[src/rtl/vsa_arb_pkg.sv]
// ============================================================================
// Module : vsa_arb_pkg
// Brief  : Shared widths and enumerations for the VSA memory arbiter.
// Rev    : 1.0
// ============================================================================
`default_nettype none

package vsa_arb_pkg;

    localparam int ADDR_W = 5;
    localparam int WORD_W = 12;
    localparam int DATA_W = 5;

    typedef enum logic [1:0] {
        IDLE  = 2'd0,
        ISSUE = 2'd1,
        WAIT  = 2'd2,
        RESP  = 2'd3
    } arb_state_t;

    typedef enum logic {
        PORT_I = 1'b0,
        PORT_D = 1'b1
    } port_t;

endpackage

`default_nettype wire

[src/rtl/vsa_rr_pick.sv]
// ============================================================================
// Module : vsa_rr_pick
// Brief  : Combinational two-way round-robin picker (I vs D requester).
// Rev    : 1.0
// ============================================================================
`default_nettype none

module vsa_rr_pick
    import vsa_arb_pkg::*;
(
    input  logic  req_i,
    input  logic  req_d,
    input  port_t last,
    output port_t grant,
    output logic  valid
);

    always_comb begin
        valid = req_i | req_d;
        grant = PORT_I;
        if (req_i && req_d) begin
            // Contention goes to whichever port did not win last time.
            grant = (last == PORT_I) ? PORT_D : PORT_I;
        end else if (req_d) begin
            grant = PORT_D;
        end
    end

endmodule

`default_nettype wire

[src/rtl/vsa_mem_arbiter.sv]
// ============================================================================
// Module : vsa_mem_arbiter
// Brief  : Round-robin sharing of one fixed-latency memory port between the
//          fetch (I) and load/store (D) requesters. Optional grant statistics
//          are enabled by defining VSA_ARB_STATS_EN.
// Rev    : 1.0
// ============================================================================
`default_nettype none

module vsa_mem_arbiter
    import vsa_arb_pkg::*;
#(
    parameter int MEM_LAT = 2
`ifdef VSA_ARB_STATS_EN
    ,
    parameter int CNT_W   = 8
`endif
) (
    input  logic              clock,
    input  logic              reset,
    input  logic              i_req,
    input  logic [ADDR_W-1:0] i_addr,
    output logic              i_ack,
    output logic [WORD_W-1:0] i_rdata,
    input  logic              d_req,
    input  logic              d_we,
    input  logic [ADDR_W-1:0] d_addr,
    input  logic [DATA_W-1:0] d_wdata,
    output logic              d_ack,
    output logic [DATA_W-1:0] d_rdata,
    output logic              m_en,
    output logic              m_we,
    output logic [ADDR_W-1:0] m_addr,
    output logic [WORD_W-1:0] m_wdata,
    input  logic [WORD_W-1:0] m_rdata,
    output logic              busy
`ifdef VSA_ARB_STATS_EN
    ,
    output logic [CNT_W-1:0]  i_grant_cnt,
    output logic [CNT_W-1:0]  d_grant_cnt
`endif
);

    arb_state_t        r_state;
    arb_state_t        w_next;
    port_t             r_port;
    port_t             r_last;
    logic              r_we;
    logic [ADDR_W-1:0] r_addr;
    logic [DATA_W-1:0] r_wdata;
    logic [2:0]        r_cnt;
    logic [WORD_W-1:0] r_rdata;
    port_t             w_grant;
    logic              w_valid;
    logic              w_last_wait;

    vsa_rr_pick u_pick (
        .req_i (i_req),
        .req_d (d_req),
        .last  (r_last),
        .grant (w_grant),
        .valid (w_valid)
    );

    assign w_last_wait = (r_state == WAIT) && (r_cnt == 3'd1);

    always_ff @(posedge clock or posedge reset) begin
        if (reset) r_state <= IDLE;
        else       r_state <= w_next;
    end

    always_comb begin
        w_next = r_state;
        case (r_state)
            IDLE:    if (w_valid) w_next = ISSUE;
            ISSUE:   w_next = WAIT;
            WAIT:    if (r_cnt == 3'd1) w_next = RESP;
            RESP:    w_next = IDLE;
            default: w_next = IDLE;
        endcase
    end

    always_comb begin
        m_en    = (r_state == ISSUE);
        m_we    = (r_state == ISSUE) && r_we;
        m_addr  = (r_state == ISSUE) ? r_addr : '0;
        m_wdata = (r_state == ISSUE) ? {{(WORD_W-DATA_W){1'b0}}, r_wdata} : '0;
        i_ack   = (r_state == RESP) && (r_port == PORT_I);
        d_ack   = (r_state == RESP) && (r_port == PORT_D);
        busy    = (r_state != IDLE);
    end

    // Winner's request is latched so a withdrawn req still completes cleanly.
    always_ff @(posedge clock or posedge reset) begin
        if (reset) begin
            r_port  <= PORT_I;
            r_last  <= PORT_D;
            r_we    <= 1'b0;
            r_addr  <= '0;
            r_wdata <= '0;
        end else if (r_state == IDLE && w_valid) begin
            r_port  <= w_grant;
            r_last  <= w_grant;
            r_we    <= (w_grant == PORT_D) && d_we;
            r_addr  <= (w_grant == PORT_D) ? d_addr : i_addr;
            r_wdata <= (w_grant == PORT_D) ? d_wdata : '0;
        end
    end

    always_ff @(posedge clock or posedge reset) begin
        if (reset) begin
            r_cnt   <= '0;
            r_rdata <= '0;
        end else begin
            if (r_state == ISSUE)     r_cnt <= 3'(MEM_LAT);
            else if (r_state == WAIT) r_cnt <= r_cnt - 3'd1;
            if (w_last_wait && !r_we) r_rdata <= m_rdata;
        end
    end

    assign i_rdata = r_rdata;
    assign d_rdata = r_rdata[DATA_W-1:0];

`ifdef VSA_ARB_STATS_EN
    logic [CNT_W-1:0] r_i_cnt;
    logic [CNT_W-1:0] r_d_cnt;

    always_ff @(posedge clock or posedge reset) begin
        if (reset) begin
            r_i_cnt <= '0;
            r_d_cnt <= '0;
        end else if (r_state == ISSUE) begin
            if (r_port == PORT_I && r_i_cnt != '1) r_i_cnt <= r_i_cnt + CNT_W'(1);
            if (r_port == PORT_D && r_d_cnt != '1) r_d_cnt <= r_d_cnt + CNT_W'(1);
        end
    end

    assign i_grant_cnt = r_i_cnt;
    assign d_grant_cnt = r_d_cnt;
`endif

endmodule

`default_nettype wire

[config.mk]
export PLATFORM = sky130hd
export DESIGN_NAME = vsa_mem_arbiter
export DESIGN_NICKNAME = d
export VERILOG_FILES = /design/src/rtl/vsa_arb_pkg.sv /design/src/rtl/vsa_rr_pick.sv /design/src/rtl/vsa_mem_arbiter.sv
export SDC_FILE = /design/constraint.sdc
export NUM_CORES = 1
export LEC_CHECK = 0
export ABC_AREA = 1
export ABC_CLOCK_PERIOD_IN_PS = 1400
export CORE_AREA = 2 2 69 71
export DETAILED_ROUTE_END_ITERATION = 12
export DIE_AREA = 0 0 71 73
export GPL_TIMING_DRIVEN = 0
export HOLD_SLACK_MARGIN = 0.03
export MAX_ROUTING_LAYER = met4
export PLACE_DENSITY = 0.74
export SYNTH_ARGS = -nofsm -noshare
export SYNTH_HDL_FRONTEND = slang
export SYNTH_SLANG_ARGS = --single-unit
[constraint.sdc]
create_clock -name clock -period 1.4 [get_ports clock]
set_input_delay 0.14 -clock clock [delete_from_list [all_inputs] [get_ports clock]]
set_output_delay 0.14 -clock clock [all_outputs]
set_load 0.005 [all_outputs]
==> results of run 1 <==
## power breakdown
group | internal, mW | total (mW) | switching, mW
logic | 1.81 | 3.29 | 1.48
clock network | 0.396 | 0.715 | 0.319
registers | 1.32 | 1.69 | 0.371
total | 3.53 | 5.70 | 2.17
## worst max-delay path: stages, from the launching register on
cell,delay [ps]
dfrtp_2,460
ha_4,210
buf_6,120
buf_6,120
buf_6,100
## metrics by stage
| step | instances | utilization, % | hold WS [ps] | setup slack (ps) |
|---|---|---|---|---|
| 3_5_place_dp | 337 | 51.3 | 455 | -569 |
| 3_3_place_gp | 337 | 51.3 | 452 | -548 |
| 5_1_grt | 363 | 61.0 | 338 | -66.4 |
| 6_report | 363 | 61.0 | 287 | -36.0 |
| 2_1_floorplan | 220 | - | 230 | 73.9 |
| 4_1_cts | 357 | 55.8 | 387 | -106 |
## repair_timing
item / in CTS / in global routing
buffers inserted: 11 / 6
gates cloned: 1 / 2
pin swaps: 5 / 14
endpoints found under the setup margin: 35 / 45
resized for setup: 92 / 61
hold buffers: 0 / 0
## kinds of logic (layout without fill, tap and decap cells)
family | after synthesis | count (layout) | share of synthesized area (%)
AND/OR/NAND/NOR | 122 | 122 | 31.1
buffers and inverters | 52 | 141 | 15.6
flip-flops | 30 | 30 | 46.8
adder cells (fa/ha/maj) | 7 | 7 | 5.45
AO/OA/AOI/OAI | 2 | 2 | 0.778
other | 1 | 7 | 0.233
## layer usage
metal	wire (µm)	track usage (%)	vias to the layer above
met5	0	-	-
met4	116	5.87	0
met3	226	4.42	10
met2	2180	27.2	56
met1	1810	18.6	736
li1	-	-	808
## path summary, 6_finish.rpt
path | slack (ps) | end | depth (start not counted)
worst min register to register | 470 | r_last | 2
worst max-delay path | -40 | m_en | 4
min in group clock | 400 | r_wdata[4] | 3
worst max register to register | 30 | r_wdata[3] | 9
worst min-delay path | 290 | r_wdata[1] | 2
max in group asynchronous | 720 | r_state[0] | 2
## registers in the layout, indices dropped and copies added, names as in the netlist
name     flops
r_port       1
r_we         1
r_state      2
r_wdata      5
i_rdata     12
r_cnt        3
r_addr       5
r_last       1
## cell usage in the layout, fill, tap and decap left out, types with 2 or more instances in the layout
master,synthesis,final
nand2_1,89,62
clkdlybuf4s50_1,0,43
dfrtp_1,29,28
buf_4,12,25
nand3_1,24,24
nand2_2,0,21
inv_1,34,20
buf_6,1,13
inv_2,1,11
buf_2,3,9
conb_1,1,7
nand2_4,0,6
clkbuf_8,0,6
nor2_1,6,5
ha_4,0,4
dlymetal6s2s_1,0,4
nor2_4,1,3
ha_1,7,3
inv_4,0,2
buf_8,0,2
## layout make-up
class	instances	area [µm²]	share of cell area (%)
Clock inverter	1	5.00	0.181
Clock buffer	7	86.3	3.12
Timing Repair Buffer	82	792	28.6
Inverter	35	145	5.24
Sequential cell	30	753	27.2
Multi-Input combinational cell	138	787	28.4
Tap cell	54	67.6	2.44
Buffer	16	131	4.75
## synthesized netlist by cell type, drive strengths merged
cell / instances / area share (%)
clkbuf: 1 / 0.23
nand2: 89 / 21
or2: 1 / 0.39
dfstp: 1 / 1.6
inv: 35 / 8.2
nand3: 24 / 7.5
o21ai: 1 / 0.31
dfrtp: 29 / 45
nor2: 8 / 2.5
a22oi: 1 / 0.47
conb: 1 / 0.23
ha: 7 / 5.4
buf: 16 / 7.2
==> impl_metrics.yaml, run 1 <==
outcome:
  status: "finished with violations"
  violations: "setup timing"
power:
  power_mw: 5.70
  peakVddDrop_v: 0.000782
  p_leak_nw: 1.55
  power-per-cell-area_nw_per_um2: 2060
critical_path:
  crit_path_start: "r_state[0]"
  critPathLaunchType: "flop"
  path_class: "flop to primary output"
  worst_ep_required_time_ps: 1260
  crit_arrival_ps: 1300
  crit_fanout: 4
  cp-end-kind: "primary output"
  crit-reg2reg-launch: "r_state[1]"
clock_network:
  cts.sinks: 30
  worstSkewPairLatency_ps: 280
  cts-root-buf: "clkbuf_8"
  cts_tree: "built"
  clk_pin_slew_ps: 60
  htree_levels: 2
  cts_buffer_depth: 2
  cts_buffers: 5
yosys:
  syn_inst: 214
  seq_area_frac_synth_pct: 46.8
  syn_area_um2: 1610
  yosys_warnings: 0
  yosysUniqueCellTypes: 18
  synth.avg_cell_area_um2: 7.51
  synth_seq_cells: 30
sta:
  period_share_pct: 103
  final_max_slew_viol_count: 0
  rsz0062_at_grt: "true"
  layout_min_cycle_time_ps: 1440
  hold_viol_final: 0
  max-slew-margin-rel_pct: 57.4
  setup_viol: 12
  fin_skew_ps: 7.09
  fmax_mhz: 696
  final.setup.tns_ps: -264
  layout_setup_ws_ps: -36.0
  worst_pin_slew_ps: 638
job:
  maxCapViolCount: 0
floorplan:
  pin_count: 71
  floorplan.die_area_um2: 5180
  die_w_um: 71
  core_area_um2: 4540
  start_util_pct: 35.4
  die_h_um: 73
  rows: 25
route:
  first_pass_iters: 4
  antenna_left: 0
  drt-initial-drc-count: 63
  wl_per_cell_um: 11.9
  viasPerCell: 4.44
  drc: 0
  wirelength_um: 4330
  vias: 1610
grt:
  grt_util_all_layers_pct: 16.2
  grt_pass1_vias: 1400
  grt_pass1_wl_um: 6290
  overflow: 0
  grt_max_degree: 31
  antenna_found_initial: 0
finish:
  synthToLayoutAreaGrowth_pct: 72.1
  nFillCells: 363
  post-route-cell-area_um2: 2770
  num_antenna_cells: 0
  drive_gt1_share_pct: 35.3
  fin_nets: 347
placement:
  io_buffers: 63
  place_congestion: 0.750
  place_hpwl_um: 2680
  place_area_um2: 2330
worst_hold_path:
  hold_class: "input pin to async pin"
Note: power is estimated with default switching activity, not from simulation.
==> run 2, diff against run 1 <==
--- a/config.mk
+++ b/config.mk
@@ -14,6 +14,7 @@
 export HOLD_SLACK_MARGIN = 0.03
 export MAX_ROUTING_LAYER = met4
 export PLACE_DENSITY = 0.74
+export SLEW_MARGIN = 20
 export SYNTH_ARGS = -nofsm -noshare
 export SYNTH_HDL_FRONTEND = slang
 export SYNTH_SLANG_ARGS = --single-unit
==> run 2 against run 1 <==
Net effect:
- the flow still finishes with violations (setup timing)
- power about the same
- clock skew hardly changed
- sequential cell count stayed put
- utilization shrank 0.083 points
- sequential power is essentially flat
- register-to-register slack barely moved
- combinational power hardly changed
- die area unchanged
- via count barely moved
- critical path depth stayed put
- largest power group unchanged
==> impl_metrics.yaml, run 2 (synthesis gave the netlist of run 1 again) <==
sta:
  rsz0062_at_grt: "true"
  fin_skew_ps: 6.94
  final_max_slew_viol_count: 0
  period_share_pct: 103
  max-slew-margin-rel_pct: 59.2
  hold_viol_final: 0
  layout_setup_ws_ps: -35.7
  setup_viol: 12
  layout_min_cycle_time_ps: 1440
  fmax_mhz: 697
  worst_pin_slew_ps: 611
grt:
  grt_pass1_vias: 1400
  antenna_found_initial: 0
  grt_util_all_layers_pct: 16.2
  grt_max_degree: 31
  overflow: 0
  grt_pass1_wl_um: 6290
finish:
  nFillCells: 365
  drive_gt1_share_pct: 35.3
  finalNonFillerCells: 363
  synthToLayoutAreaGrowth_pct: 71.9
  post-route-cell-area_um2: 2760
  regArea_um2: 753
  fin_nets: 347
  num_antenna_cells: 0
  multi_input_area_um2: 787
  largest_reg_flops: 12
  layout_common_cells: "nand2_1, clkdlybuf4s50_1, dfrtp_1"
  layout_commonest_cell: "nand2_1"
outcome:
  status: "finished with violations"
  violations: "setup timing"
floorplan:
  start_util_pct: 35.4
  core_area_um2: 4540
  pin_count: 71
  floorplan.die_area_um2: 5180
  rows: 25
  die_h_um: 73
  die_w_um: 71
worst_hold_path:
  hold_class: "input pin to async pin"
power:
  peakVddDrop_v: 0.000783
  power-per-cell-area_nw_per_um2: 2060
  p_leak_nw: 1.55
placement:
  dp_cells: 337
  io_buffers: 63
  place_congestion: 0.750
  place_area_um2: 2330
  place_hpwl_um: 2680
critical_path:
  critPathLaunchType: "flop"
  worst_ep_required_time_ps: 1260
  cp-end-kind: "primary output"
  path_class: "flop to primary output"
  crit_fanout: 4
  crit_arrival_ps: 1300
clock_network:
  cts_buffer_depth: 2
  cts.sinks: 30
  cts_tree: "built"
  worstSkewPairLatency_ps: 280
  clk_pin_slew_ps: 60
  cts_hold_buffers: 0
  cts-root-buf: "clkbuf_8"
  cts_buffers: 5
  htree_levels: 2
route:
  first_pass_iters: 4
  wl_per_cell_um: 12.0
  drt-initial-drc-count: 69
  drc: 0
  viasPerCell: 4.43
  antenna_left: 0
  wirelength_um: 4350
  vias: 1609
job:
  maxCapViolCount: 0
## run 2: layout make-up
type / instances / area share [%]
tap: 54 / 2.44
clock inverter: 1 / 0.181
buffer: 16 / 4.75
sequential: 30 / 27.3
inverter: 35 / 5.12
timing repair buffer: 82 / 28.7
clock buffer: 7 / 3.12
multi-input combinational: 138 / 28.5
## run 2: path summary, 6_finish.rpt
kind / start / end / slack (ps) / cells after the start
setup / recovery: r_state[0] / m_en / -40 / 4
hold / removal: reset / r_wdata[1] / 250 / 2
setup reg to reg: r_state[1] / r_wdata[3] / 30 / 9
hold reg to reg: r_last / r_last / 470 / 2
max in group asynchronous: reset / r_state[0] / 710 / 2
min in group clock: d_wdata[4] / r_wdata[4] / 400 / 3
## run 2: stage by stage
step	hold slack (ps)	TNS (ps)	util [%]	setup slack (ps)	total power, mW
final	255	-258	60.9	-35.7	5.70
after global routing	309	-1090	60.9	-62.2	6.12
after CTS	387	-656	55.8	-106	5.04
after detailed placement	455	-10700	51.3	-569	3.97
after global placement	452	-9180	51.3	-548	3.90
after floorplan	230	0	-	73.9	2.83
## run 2: what timing repair did
action                     4_1_cts  5_1_grt
pin swaps                        5       14
setup endpoints to repair       35       44
buffers inserted                11        6
cloned                           1        2
gates resized for setup         92       60
## run 2: metal layers
| layer | global-route usage (%) | vias to the layer above | wire, µm |
|---|---|---|---|
| met3 | 4.42 | 10 | 225 |
| met2 | 27.2 | 50 | 2170 |
| li1 | - | 808 | - |
| met4 | 5.87 | 0 | 116 |
| met1 | 18.6 | 741 | 1830 |
| met5 | - | - | 0 |
## run 2: power breakdown
group	switching, mW	internal [mW]
Sequential	0.375	1.32
Combinational	1.48	1.81
Clock	0.320	0.396
## run 2: worst max-delay path, stage by stage, from the launching register on
cell and delay (ps):
dfrtp_2 460, ha_4 210, buf_6 120, buf_6 120
buf_6 100
==> run 3, diff against run 2 <==
--- a/config.mk
+++ b/config.mk
@@ -10,6 +10,7 @@
 export CORE_AREA = 2 2 69 71
 export DETAILED_ROUTE_END_ITERATION = 12
 export DIE_AREA = 0 0 71 73
+export GPL_ROUTABILITY_DRIVEN = 0
 export GPL_TIMING_DRIVEN = 0
 export HOLD_SLACK_MARGIN = 0.03
 export MAX_ROUTING_LAYER = met4
==> results of run 3 <==
The final DEF is identical to that of run 2; final timing and power are the same.
